**src/rtl/seg7_scan_driver.sv**
```systemverilog
// seg7_scan_driver: eight-digit multiplexed common-anode 7-segment driver.
// Time view hh-mm-ss, date view dd.mm.yyyy. All inputs are snapshotted once
// per frame so a frame never mixes old and new digits or views.
module seg7_scan_driver #(
    parameter int unsigned REFRESH_DIV = 12500
) (
    input  logic       clk_100MHz,
    input  logic       reset,
    input  logic       mode,
    input  logic [3:0] hr_10s,
    input  logic [3:0] hr_1s,
    input  logic [3:0] min_10s,
    input  logic [3:0] min_1s,
    input  logic [3:0] sec_10s,
    input  logic [3:0] sec_1s,
    input  logic [3:0] d_10s,
    input  logic [3:0] d_1s,
    input  logic [3:0] m_10s,
    input  logic [3:0] m_1s,
    input  logic [3:0] c_10s,
    input  logic [3:0] c_1s,
    input  logic [3:0] y_10s,
    input  logic [3:0] y_1s,
    output logic [7:0] an,
    output logic [6:0] seg,
    output logic       dp
);

    localparam int unsigned PW = (REFRESH_DIV > 2) ? $clog2(REFRESH_DIV) : 1;
    localparam logic [6:0] SEG_DASH  = 7'b0111111;
    localparam logic [6:0] SEG_BLANK = 7'b1111111;

    logic [PW-1:0]     r_pre;
    logic [2:0]        r_idx;
    logic              r_load_pend;
    logic              r_mode_q;
    logic [5:0][3:0]   r_tim;   // [5]=hr_10s .. [0]=sec_1s
    logic [7:0][3:0]   r_cal;   // [7]=d_10s  .. [0]=y_1s

    logic              w_tick;
    logic              w_load;
    logic [7:0]        w_an;
    logic [6:0]        w_seg;
    logic              w_dp;

    function automatic logic [6:0] bcd_to_seg(input logic [3:0] b);
        logic [6:0] s;
        unique case (b)
            4'd0:    s = 7'b1000000;
            4'd1:    s = 7'b1111001;
            4'd2:    s = 7'b0100100;
            4'd3:    s = 7'b0110000;
            4'd4:    s = 7'b0011001;
            4'd5:    s = 7'b0010010;
            4'd6:    s = 7'b0000010;
            4'd7:    s = 7'b1111000;
            4'd8:    s = 7'b0000000;
            4'd9:    s = 7'b0010000;
            default: s = SEG_DASH;
        endcase
        return s;
    endfunction

    assign w_tick = (r_pre == PW'(REFRESH_DIV - 1));
    // Snapshot shares its edge with the 7->0 wrap, so digit 0 is already fresh.
    assign w_load = r_load_pend || (w_tick && (r_idx == 3'd7));

    // Prescaler and digit index advance.
    always_ff @(posedge clk_100MHz or posedge reset) begin
        if (reset) begin
            r_pre <= '0;
            r_idx <= '0;
        end else begin
            r_pre <= w_tick ? '0 : r_pre + 1'b1;
            if (w_tick)
                r_idx <= r_idx + 3'd1;
        end
    end

    // Per-frame snapshot of all digit inputs and the view mode.
    always_ff @(posedge clk_100MHz or posedge reset) begin
        if (reset) begin
            r_load_pend <= 1'b1;
            r_mode_q    <= 1'b0;
            r_tim       <= '0;
            r_cal       <= '0;
        end else if (w_load) begin
            r_load_pend <= 1'b0;
            r_mode_q    <= mode;
            r_tim       <= {hr_10s, hr_1s, min_10s, min_1s, sec_10s, sec_1s};
            r_cal       <= {d_10s, d_1s, m_10s, m_1s, c_10s, c_1s, y_10s, y_1s};
        end
    end

    // Decode of the current digit slot from the snapshot.
    always_comb begin
        w_an  = ~(8'b1 << r_idx);
        w_seg = SEG_BLANK;
        w_dp  = 1'b1;
        if (r_mode_q) begin
            w_seg = bcd_to_seg(r_cal[r_idx]);
            w_dp  = ~((r_idx == 3'd6) || (r_idx == 3'd4));
        end else begin
            unique case (r_idx)
                3'd7: w_seg = (r_tim[5] == 4'd0) ? SEG_BLANK : bcd_to_seg(r_tim[5]);
                3'd6: w_seg = bcd_to_seg(r_tim[4]);
                3'd5: w_seg = SEG_DASH;
                3'd4: w_seg = bcd_to_seg(r_tim[3]);
                3'd3: w_seg = bcd_to_seg(r_tim[2]);
                3'd2: w_seg = SEG_DASH;
                3'd1: w_seg = bcd_to_seg(r_tim[1]);
                3'd0: w_seg = bcd_to_seg(r_tim[0]);
                default: w_seg = SEG_BLANK;
            endcase
        end
    end

    // Registered display outputs; kept dark until the first snapshot exists.
    always_ff @(posedge clk_100MHz or posedge reset) begin
        if (reset) begin
            an  <= 8'hFF;
            seg <= 7'h7F;
            dp  <= 1'b1;
        end else if (r_load_pend) begin
            an  <= 8'hFF;
            seg <= 7'h7F;
            dp  <= 1'b1;
        end else begin
            an  <= w_an;
            seg <= w_seg;
            dp  <= w_dp;
        end
    end

endmodule

```
**config.mk**
```make
export PLATFORM = sky130hd
export DESIGN_NAME = seg7_scan_driver
export DESIGN_NICKNAME = d
export VERILOG_FILES = /design/src/rtl/seg7_scan_driver.sv
export SDC_FILE = /design/constraint.sdc
export NUM_CORES = 1
export LEC_CHECK = 0
export CORE_ASPECT_RATIO = 0.6
export CORE_MARGIN = 1
export CORE_UTILIZATION = 60
export CTS_BUF_LIST = sky130_fd_sc_hd__clkbuf_8 sky130_fd_sc_hd__clkbuf_16
export DETAILED_ROUTE_END_ITERATION = 8
export PLACE_DENSITY = 0.85
export SYNTH_ARGS = -nofsm -noshare
export SYNTH_HDL_FRONTEND = slang
export SYNTH_SLANG_ARGS = --single-unit
```
**constraint.sdc**
```tcl
create_clock -name clk_100MHz -period 5.55 [get_ports clk_100MHz]
set_clock_uncertainty 0.2 [all_clocks]
set_input_delay 0.555 -clock clk_100MHz [delete_from_list [all_inputs] [get_ports clk_100MHz]]
set_output_delay 0.555 -clock clk_100MHz [all_outputs]
set_load 0.05 [all_outputs]
```
# == Yosys cells after proc, flatten, opt, wreduce, memory -nomap -nowiden ==
# Memory sizes are Yosys's and may differ from the RTL's.
# Cells that the tools add are included.
# word_totals
romBits,784
register_bits,91
word_cells,58
in_bits,59
memories,7
out_inout_bits,16
# classes
eq_ne,8
n_lt_le_gt_ge,1
n_shift,1
n_mux,10
n_bitwise,2
n_reduce_logical,6
add_sub_neg,2
# memory_table
name,depth,width,read_ports,rd_ports_with_merged_regs,wr,line,source
(name not given),16,7,1,0,0,48,unique case (b)
(name not given),16,7,1,0,0,48,
(name not given),16,7,1,0,0,48,
(name not given),16,7,1,0,0,48,
(name not given),16,7,1,0,0,48,
(name not given),16,7,1,0,0,48,
1 more memories,n/a,n/a,n/a,n/a,n/a,n/a,
# op_table
op,count
one-hot mux 7 bit (7 select lines),1
2-to-1 mux 7 bit,3
adder 14 x 1 -> 14 bit (second input constant),1
equality test 14 bit (second input constant),1
2-to-1 mux 14 bit,1
binary-select mux 4 bit (select 3 bit),1
equality test 3 bit (second input constant),4
2-to-1 mux 8 bit,1
NOT 8 bit,1
left shift 1 x 3 -> 8 bit (first input constant),1
equality test 3 x 2 -> 1 bit (second input constant),2
zero test 4 bit,1
< comparator 3 x 4 -> 1 bit (second input constant),1
2-to-1 mux 4 bit,1
adder 3 x 1 -> 3 bit (second input constant),1
equality test 3 x 1 -> 1 bit (second input constant),1
zero test 3 bit,1
logical OR 1 bit,2
2-to-1 mux 1 bit,2
OR reduction 2 bit,1
logical AND 1 bit,1
NOT 1 bit,1

# == Logic depth before layout (Yosys ltp) ==
# Gate-level depths: netlist of run 1.
# logic_depth
ltp_word,5
ltp_mapped,9
mapped_depth_nobuf,7

# == Least setup slack after synthesis of run 1 ==
# OpenSTA, ideal clock, no wires.
# synth_timing
path_type,flip-flop to flip-flop
startpoint,register r_idx[2]
endpoint,register seg[6]
required_ns,5.269
period_less_slack_ns,2.796
path_buffers,2
path_slack_ns,2.754
setup_ns,0.081
stages_incl_launch_ff,10
t_arrival_ns,2.514
path_cell_list,dfrtp_1 -> buf_2 -> clkbuf_1 -> inv_1 -> ha_1 -> or4_1 -> or4_1 -> o311ai_0 -> nor4_1 -> o211ai_1
# synth_via
elab_chain_cells,5
word_cells_on_any_way,15
classes_between,7 x eq/ne; 5 x mux; 2 x reduce/logical; 1 x memory
# synth_lines
item,line,source
from (decl),34,logic [2:0] r_idx;
from (signal assigned),76,r_idx <= r_idx + 3'd1;
"binary-select mux 4 bit (select 3 bit), or another cell as far along",101,w_seg = bcd_to_seg(r_cal[r_idx]);
2-to-1 mux 4 bit (not written as such) / OR reduction 2 bit (equally long branches),n/a,
memory (16 x 7 bit) / one-hot mux 7 bit (7 select lines) (equally long branches),n/a,
2-to-1 mux 7 bit (*),100,if (r_mode_q) begin
2-to-1 mux 7 bit (*),124,end else if (r_load_pend) begin
to (signal assigned),130,seg <= w_seg;
to (decl),25,"output logic [6:0] seg,"
# Mark *: on every way between the ends. The rest lies on a longest branch, timed or not. The select of a mux whose other input is x is not followed.
# A chain may end at the register's enable or synchronous reset.

# == Worst setup path after layout of run 1 ==
# layout_timing
startpoint,register r_pre[0]
endpoint,register r_cal[11] (netlist name)
# layout_via
elab_chain_cells,3
# layout_lines
item,line,source
from (decl),33,logic [PW-1:0] r_pre;
from (signal assigned),74,r_pre <= w_tick ? '0 : r_pre + 1'b1;
equality test 14 bit,64,assign w_tick = (r_pre == PW'(REFRESH_DIV - 1));
logical AND 1 bit,66,assign w_load = r_load_pend || (w_tick && (r_idx == 3'd7));
logical OR 1 bit,66,
to (signal assigned),91,"r_cal <= {d_10s, d_1s, m_10s, m_1s, c_10s, c_1s, y_10s, y_1s};"
to (decl),38,logic [7:0][3:0] r_cal;
# No other way between the ends.

==> impl_metrics.py, run 1 <==
metrics = {
    "global_routing": {
        "overflow": 0,
        "grt_use_total_pct": 28.0,
        "grt_pass1_vias": 3975,
        "grt_max_degree": 64,
        "antenna_found_initial": 0,
        "grt_first_pass_wirelength_um": 20700,
    },
    "clock_network": {
        "clockRootBuffer": "clkbuf_16",
        "hold_buffers": 0,
        "numCtsBuffers": 9,
        "clk_latency_ns": 0.35,
        "cts.sinks": 91,
        "cts.path.max_buffers": 2,
        "cts_tree": "built",
        "clkTransAtPathRegs_ns": 0.07,
        "cts_setup_buffers": 0,
        "ctsResizeCount": 0,
        "cts.htree.levels": 3,
    },
    "place": {
        "gp_congestion": 0.939,
        "dpl.hpwl_um": 9130,
        "port_buffers": 74,
        "place_area_um2": 6280,
    },
    "drt": {
        "first_pass_iters": 7,
        "drt_iter0_markers": 385,
        "ant_nets": 0,
        "vias_per_cell": 5.98,
        "drt-total-wl_um": 12400,
        "via_count": 4031,
        "drcViolationCount": 6,
        "wl_per_cell_um": 18.4,
    },
    "worst_setup_path": {
        "timing.critical_path.from": "r_pre[0]",
        "endpoint": "r_cal[11]",
        "start_kind": "flop",
        "arrival_ns": 3.35,
        "critPathKind": "flop to flop",
        "r2r_cells": 7,
        "worstReg2RegEnd": "r_cal[11]",
        "end_kind": "flop",
        "r2r_start": "r_pre[0]",
        "r2r_slack_ns": 2.23,
        "critical_path_peak_fanout": 41,
        "required_ns": 5.57,
    },
    "die": {
        "core-area_um2": 8720,
        "std_cell_rows": 26,
        "initial_core_util_pct": 63.2,
        "fp.dieH_um": 76.2,
        "fp.dieW_um": 126,
        "die_area_um2": 9580,
        "ios": 75,
    },
    "pwr": {
        "power_leakage_nw": 2.89,
        "vdd_ir_drop_max_mv": 0.236,
        "pwr_density_cell_nw_per_um2": 265,
    },
    "synth": {
        "yosys_warnings": 0,
        "ys_ff_latch": 91,
        "seq_area_frac_synth_pct": 41.7,
        "synth_edf_count": 0,
        "syn-num-nets": 600,
        "synth.cell_area_um2": 5510,
        "synth_cells": 494,
        "synth_ff_type": "dfrtp_1",
        "synthArstFlopShare_pct": 100,
        "synth.distinct_cells": 58,
        "postSynthAreaPerCell_um2": 11.1,
    },
    "run": {
        "drv_cap": 0,
    },
    "layout": {
        "drive_gt1_share_pct": 20.1,
        "design_area_um2": 6590,
        "diodes": 0,
        "area_growth_syn_to_layout_pct": 19.6,
        "nNetsFinal": 663,
    },
    "status": {
        "violations": "design-rule violations",
        "status": "complete, but fails checks",
    },
    "sta": {
        "worstMarginPinSlew_ns": 0.906,
        "slew_viol_final": 0,
        "whs_ns": 0.284,
        "setup_viol": 0,
        "hold_viol": 0,
        "fin_tns_setup_ns": 0,
        "max_freq_mhz": 301,
        "grt_setup_unrepaired": "no",
        "slew-limit-headroom_pct": 39.0,
        "period_needed_ns": 3.32,
        "finalCritPeriodShare_pct": 59.9,
    },
    "worst_hold_path": {
        "hold_class": "flop to flop",
    },
}
## state kept, by name, summed over array words and instances (netlist names)
register	cells
seg	7
an	8
r_pre	14
dp	1
r_load_pend	1
r_mode_q	1
r_cal	32
r_tim	24
r_idx	3
## where the power goes
part           switching, mW  internal, mW
Combinational          0.163         0.174
Clock                  0.269         0.354
Sequential            0.0651         0.718
## final cells by class
type	instances	area, µm²
multi-input cells	350	2980
flip-flops and latches	91	2300
fillers	573	2130
repair buffers	76	756
clock buffers	9	225
well taps	112	140
inverters	29	110
clock inverters	7	76.3
## worst min-delay path by stage
stage	depth (start not counted)	to	startpoint	slack, ns
2_1_floorplan	1	r_pre[0]	r_pre[0]	0.25
3_3_place_gp	1	r_pre[0]	r_pre[0]	0.27
3_5_place_dp	1	r_pre[0]	r_pre[0]	0.28
4_1_cts	1	r_pre[0]	r_pre[0]	0.29
5_1_grt	1	r_pre[0]	r_pre[0]	0.32
6_report	1	r_pre[0]	r_pre[0]	0.28
## cells in the final DEF (no fill, tap or decap), types with 9 or more instances in the layout
cell / n
clkbuf_16: 9
mux2_4: 30
a21oi_1: 34
o21ai_0: 14
mux2_2: 30
dfstp_2: 17
nor2_1: 32
nand2_1: 21
clkdlybuf4s50_1: 74
nand2b_1: 11
ha_1: 47
inv_1: 27
nand3_1: 15
dfrtp_1: 74
## synth_stat cells (2+ instances only)
cell type | count | share of area [%]
o21ai_0 | 14 | 1.3
buf_6 | 4 | 0.82
o211ai_1 | 4 | 0.55
nor3b_1 | 4 | 0.55
a31oi_1 | 4 | 0.45
mux2i_1 | 5 | 0.91
nand2_1 | 21 | 1.4
mux2_4 | 30 | 8.2
and3b_1 | 2 | 0.32
mux2_2 | 30 | 6.1
o31a_1 | 2 | 0.32
o22ai_1 | 6 | 0.68
buf_2 | 5 | 0.45
or4_1 | 2 | 0.27
nand3_1 | 15 | 1.4
o311ai_0 | 4 | 0.64
nor3_1 | 8 | 0.73
xnor2_1 | 7 | 1.1
nand4_1 | 2 | 0.23
clkinv_1 | 2 | 0.14
dfstp_2 | 17 | 8.1
dfrtp_1 | 74 | 34
ha_1 | 47 | 11
a211oi_1 | 3 | 0.41
a211o_1 | 2 | 0.32
a21o_1 | 6 | 0.82
a21oi_1 | 34 | 3.1
nor2_1 | 32 | 2.2
nor2b_1 | 8 | 0.91
or2_2 | 5 | 0.57
o221ai_1 | 4 | 0.64
nand2b_1 | 11 | 1.2
inv_1 | 27 | 1.8
nor4_1 | 3 | 0.34
xor2_1 | 6 | 0.95
clkbuf_1 | 15 | 1.0
mux4_2 | 8 | 3.3
## kinds of logic (layout without fill, tap and decap cells)
group / Yosys count / in the layout / synth area share (%)
flops: 91 / 91 / 41.7
xor+xnor: 13 / 13 / 2.07
fa+ha+maj: 47 / 47 / 10.7
compound gates: 96 / 96 / 11.3
mux: 73 / 73 / 18.5
buf+inv: 53 / 121 / 4.27
other cells: 1 / 1 / 0.0681
simple gates: 120 / 120 / 11.4
## layer usage
layer	global-route usage, %	routed length (µm)
met5	0	0
met4	6.22	124
met3	9.55	1270
met2	38.7	5140
met1	42.1	5880
## per-stage QoR
stage	std cells	setup WS (ns)	utilization, %	total power, mW
floorplan	494	2.46	-	1.01
global placement	658	2.34	72.1	1.11
detailed placement	658	2.25	72.1	1.12
CTS	674	2.21	75.5	1.75
global route	674	1.91	75.5	1.82
finish	674	2.23	75.5	1.74
## worst max-delay path, cell delays in order, from the launching register on
cell	delay, ns
dfrtp_1	0.38
ha_1	0.25
nor4b_1	0.26
nand3_1	0.16
nor4_4	0.77
a21oi_4	0.36
buf_4	0.42
mux2_2	0.37
No activity file was read; power rests on OpenSTA's default activity.
==> inputs of run 2 (changes only) <==
- CORE_UTILIZATION: 60 -> 50
- PLACE_DENSITY: 0.85 -> 0.76
- clock period: 5.55 -> 3 ns (I/O delays scaled with it)
==> impl_metrics.py, run 2 (synthesis gave the netlist of run 1 again) <==
metrics = {
    "layout": {
        "multi_input_area_um2": 2980,
        "nNetsFinal": 672,
        "drive_gt1_share_pct": 21.2,
        "seq_area_um2": 2300,
        "largest-register": "r_cal",
        "largest_reg_flops": 32,
        "stdcell_count": 710,
        "final_cell_mix": "74 x clkdlybuf4s50_1, 74 x dfrtp_1, 47 x ha_1",
        "diodes": 0,
        "fillCellCount": 851,
        "top_regs": "r_cal (32), r_tim (24), r_pre (14)",
        "area_growth_syn_to_layout_pct": 22.0,
        "finish.utilization_pct": 63.2,
    },
    "global_routing": {
        "grt_max_degree": 63,
        "overflow": 0,
        "grt_first_pass_wirelength_um": 20000,
        "grt_use_total_pct": 23.1,
        "antenna_found_initial": 0,
        "grt_pass1_vias": 3866,
    },
    "clock_network": {
        "clkTransAtPathRegs_ns": 0.06,
        "ctsResizeCount": 0,
        "cts.path.max_buffers": 2,
        "cts.sinks": 91,
        "hold_buffers": 0,
        "clk_latency_ns": 0.35,
        "cts_tree": "built",
        "clockRootBuffer": "clkbuf_16",
        "numCtsBuffers": 9,
        "cts_setup_buffers": 0,
        "cts.htree.levels": 3,
    },
    "place": {
        "port_buffers": 74,
        "dpl.hpwl_um": 9110,
        "dp_worst_setup_slack_ns": 0.330,
        "gp_congestion": 0.906,
        "dpl.cell_count": 694,
    },
    "worst_setup_path": {
        "required_ns": 3.09,
        "r2r_slack_ns": 0.25,
        "worstReg2RegEnd": "seg[4]",
        "max_stage_delay_ns": 0.51,
        "critPathKind": "flop to flop",
        "r2r_start": "r_idx[0]",
        "endpoint": "seg[4]",
        "start_kind": "flop",
        "r2r_cells": 6,
        "arrival_ns": 2.84,
        "timing.critical_path.from": "r_idx[0]",
        "cp_cell_sequence": "buf_4, mux4_2, mux2i_1, mux2_2, a221oi_1, a211o_1",
        "worst_path_max_delay_cell": "mux4_2",
        "end_kind": "flop",
        "critical_path_peak_fanout": 8,
    },
    "die": {
        "initial_core_util_pct": 51.8,
        "die_area_um2": 11500,
        "core-area_um2": 10600,
        "fp.dieH_um": 83.3,
        "std_cell_rows": 29,
        "fp.dieW_um": 137,
        "ios": 75,
    },
    "pwr": {
        "pwr_density_cell_nw_per_um2": 490,
        "vdd_ir_drop_max_mv": 0.330,
        "finalPower_mw": 3.29,
        "power_leakage_nw": 2.95,
    },
    "sta": {
        "slew-limit-headroom_pct": 60.0,
        "max_freq_mhz": 364,
        "hold_viol": 0,
        "worstMarginPinSlew_ns": 0.583,
        "finalWorstSetupSlack_ns": 0.250,
        "fin_tns_setup_ns": 0,
        "setup_viol": 0,
        "period_needed_ns": 2.75,
        "grt_setup_unrepaired": "no",
        "finalCritPeriodShare_pct": 91.7,
        "slew_viol_final": 0,
    },
    "drt": {
        "drt_iter0_markers": 404,
        "drt-total-wl_um": 12500,
        "vias_per_cell": 5.62,
        "wl_per_cell_um": 17.6,
        "first_pass_iters": 5,
        "via_count": 3991,
        "ant_nets": 0,
        "drcViolationCount": 0,
    },
    "status": {
        "status": "complete, no violations",
    },
    "run": {
        "drv_cap": 0,
    },
    "worst_hold_path": {
        "hold_class": "primary input to asynchronous set/reset pin",
    },
}
==> run 2: worst min path at each step <==
stage	from	end	slack (ns)	cells past startpoint
floorplan	y_1s[0]	r_cal[0]	0.25	1
global placement	r_pre[0]	r_pre[0]	0.27	1
detailed placement	r_pre[0]	r_pre[0]	0.28	1
CTS	reset	r_tim[19]	0.12	2
global route	reset	r_pre[12]	0.18	2
finish	reset	r_pre[13]	0.11	2
==> run 2: routing by layer <==
metal  vias up  global-route usage, %  share of wire, %
met4         0                   5.79              0.71
met2       153                   31.4                40
met1      1935                   36.5                53
li1       1894                      -                 -
met5         -                      0                 0
met3         9                   5.25               6.7
==> run 2: metrics by stage <==
step	hold slack (ns)	area (µm²)
floorplan	0.249	5510
global placement	0.266	6400
detailed placement	0.276	6400
CTS	0.122	6720
global route	0.181	6720
finish	0.109	6720
==> run 2: area by class of cell <==
type	count	share of cell area, %
inverters	29	1.64
repair buffers	85	12.4
clock buffers	10	3.56
well taps	139	2.59
flip-flops and latches	91	34.2
clock inverters	6	1.21
multi-input cells	350	44.4
==> run 2: worst max-delay path, delay by kind of cell (launching register included) <==
kind                   cells  cell delay [ns]
AOI/OAI and AO/OA          2             0.48
buffers and inverters      1             0.22
DFF                        1             0.39
muxes                      3             1.41
==> run 2: where the power goes <==
group          switching, mW  internal, mW  total (mW)
logic                  0.300         0.326       0.625
registers              0.119          1.33        1.45
clock network          0.469         0.747        1.22
total                  0.888          2.40        3.29
==> inputs of run 3 (changes only) <==
- GPL_ROUTABILITY_DRIVEN: default -> 0
==> impl_metrics.py, run 3 (synthesis gave the netlist of run 1 again) <==
metrics = {
    "layout": {
        "final_cell_mix": "74 x clkdlybuf4s50_1, 73 x dfrtp_1, 47 x ha_1",
        "top_regs": "r_cal (32), r_tim (24), r_pre (14)",
        "largest_reg_flops": 32,
        "multi_input_area_um2": 2980,
        "fillCellCount": 796,
        "seq_area_um2": 2300,
        "drive_gt1_share_pct": 21.5,
        "diodes": 0,
        "nNetsFinal": 672,
        "final_common_cell": "clkdlybuf4s50_1",
        "stdcell_count": 710,
        "largest-register": "r_cal",
        "area_growth_syn_to_layout_pct": 22.2,
    },
    "die": {
        "die_area_um2": 11500,
        "initial_core_util_pct": 51.8,
        "core-area_um2": 10600,
        "ios": 75,
        "fp.dieH_um": 83.3,
        "std_cell_rows": 29,
        "fp.dieW_um": 137,
    },
    "place": {
        "port_buffers": 74,
        "dpl.cell_count": 694,
        "dpl.hpwl_um": 8950,
    },
    "worst_setup_path": {
        "critical_path_peak_fanout": 9,
        "required_ns": 3.06,
        "r2r_start": "r_idx[0]",
        "end_kind": "flop",
        "critPathKind": "flop to flop",
        "crit_buf_inv": 1,
        "timing.critical_path.from": "r_idx[0]",
        "start_kind": "flop",
        "cpMostUsedCell": "or4_1",
        "path_delay_family": "simple AND/OR/NAND/NOR gates",
        "worst_path_max_delay_cell": "or4_1",
        "max_stage_delay_ns": 0.58,
        "cp_cell_sequence": "inv_1, ha_1, or4_1, or4_1, o311ai_0, nor4_1, o211ai_1",
        "arrival_ns": 2.81,
    },
    "sta": {
        "finalCritPeriodShare_pct": 91.4,
        "setup_viol": 0,
        "grt_setup_unrepaired": "no",
        "hold_viol": 0,
        "fin_tns_setup_ns": 0,
        "slew_viol_final": 0,
        "worstMarginPinSlew_ns": 0.593,
        "slew-limit-headroom_pct": 60.5,
        "period_needed_ns": 2.74,
        "max_freq_mhz": 365,
    },
    "drt": {
        "wl_per_cell_um": 17.0,
        "drt_iter0_markers": 314,
        "via_count": 3874,
        "vias_per_cell": 5.46,
        "drcViolationCount": 0,
        "ant_nets": 0,
        "drt-total-wl_um": 12000,
        "first_pass_iters": 5,
    },
    "clock_network": {
        "cts.htree.levels": 3,
        "hold_buffers": 0,
        "ctsResizeCount": 0,
        "cts.sinks": 91,
        "clockRootBuffer": "clkbuf_16",
        "clk_latency_ns": 0.35,
        "numCtsBuffers": 9,
        "cts_setup_buffers": 0,
        "cts_tree": "built",
        "cts.path.max_buffers": 2,
        "clkTransAtPathRegs_ns": 0.07,
    },
    "worst_hold_path": {
        "hold_class": "primary input to asynchronous set/reset pin",
    },
    "run": {
        "drv_cap": 0,
    },
    "global_routing": {
        "grt_pass1_vias": 3791,
        "antenna_found_initial": 0,
        "grt_use_total_pct": 22.6,
        "overflow": 0,
        "grt_first_pass_wirelength_um": 19500,
        "grt_max_degree": 92,
    },
    "pwr": {
        "pwr_density_cell_nw_per_um2": 493,
        "power_leakage_nw": 2.94,
        "vdd_ir_drop_max_mv": 0.337,
    },
    "status": {
        "status": "complete, no violations",
    },
}
## run 3: cell types whose count changed in the layout (fill, tap and decap cells not counted)
cell        previous run  this run
dfrtp_1               74        73
clkinv_2               2         1
inv_6                  0         2
inv_1                 28        27
dfrtp_2                0         1
clkinv_4               1         0
clkinvlp_4             0         1
## run 3: path summary, 6_finish.rpt
check / end / cells past startpoint / slack [ns]
worst min-delay path: r_pre[8] / 3 / 0.18
worst max-delay path: seg[6] / 7 / 0.26
min in group clk_100MHz: r_pre[0] / 1 / 0.28
max in group asynchronous: seg[1] / 3 / 2.03
worst max register to register: seg[6] / 7 / 0.26
worst min register to register: r_pre[0] / 1 / 0.28
## run 3: area by class of cell
cell class / count / area share (%)
clock buffer: 10 / 3.55
clock inverter: 6 / 1.32
multi-input combinational: 350 / 44.3
tap: 139 / 2.59
timing repair buffer: 85 / 12.4
inverter: 29 / 1.64
sequential: 91 / 34.2
## run 3: tightest hold or removal path: cells and delay by family
kind,cells,cell delay [ns]
buffers and inverters,3,0.85
## run 3: where the power goes
part	switching [mW]	internal [mW]
combinational	0.293	0.324
clock	0.489	0.756
sequential	0.122	1.33
total	0.904	2.41
## run 3: routing by layer
layer	part of all wire (%)	global-route usage, %	up-vias	routed length, µm
li1	-	-	1898	-
met1	52	36.3	1824	6320
met3	8.0	5.74	11	961
met4	0.93	6.29	0	112
met5	0	0	-	0
met2	39	29.1	141	4650
## run 3: through the flow
| stage | total power, mW | hold WS, ns | area, µm² | setup slack [ns] | utilization (%) |
|---|---|---|---|---|---|
| 3_3_place_gp | 2.06 | 0.268 | 6400 | 0.316 | 60.2 |
| 5_1_grt | 3.46 | 0.261 | 6730 | 0.108 | 63.3 |
| 4_1_cts | 3.34 | 0.205 | 6730 | 0.129 | 63.3 |
| 3_5_place_dp | 2.08 | 0.273 | 6400 | 0.152 | 60.2 |
| 6_report | 3.31 | 0.176 | 6730 | 0.258 | 63.3 |
| 2_1_floorplan | 1.86 | 0.249 | 5510 | 0.165 | - |
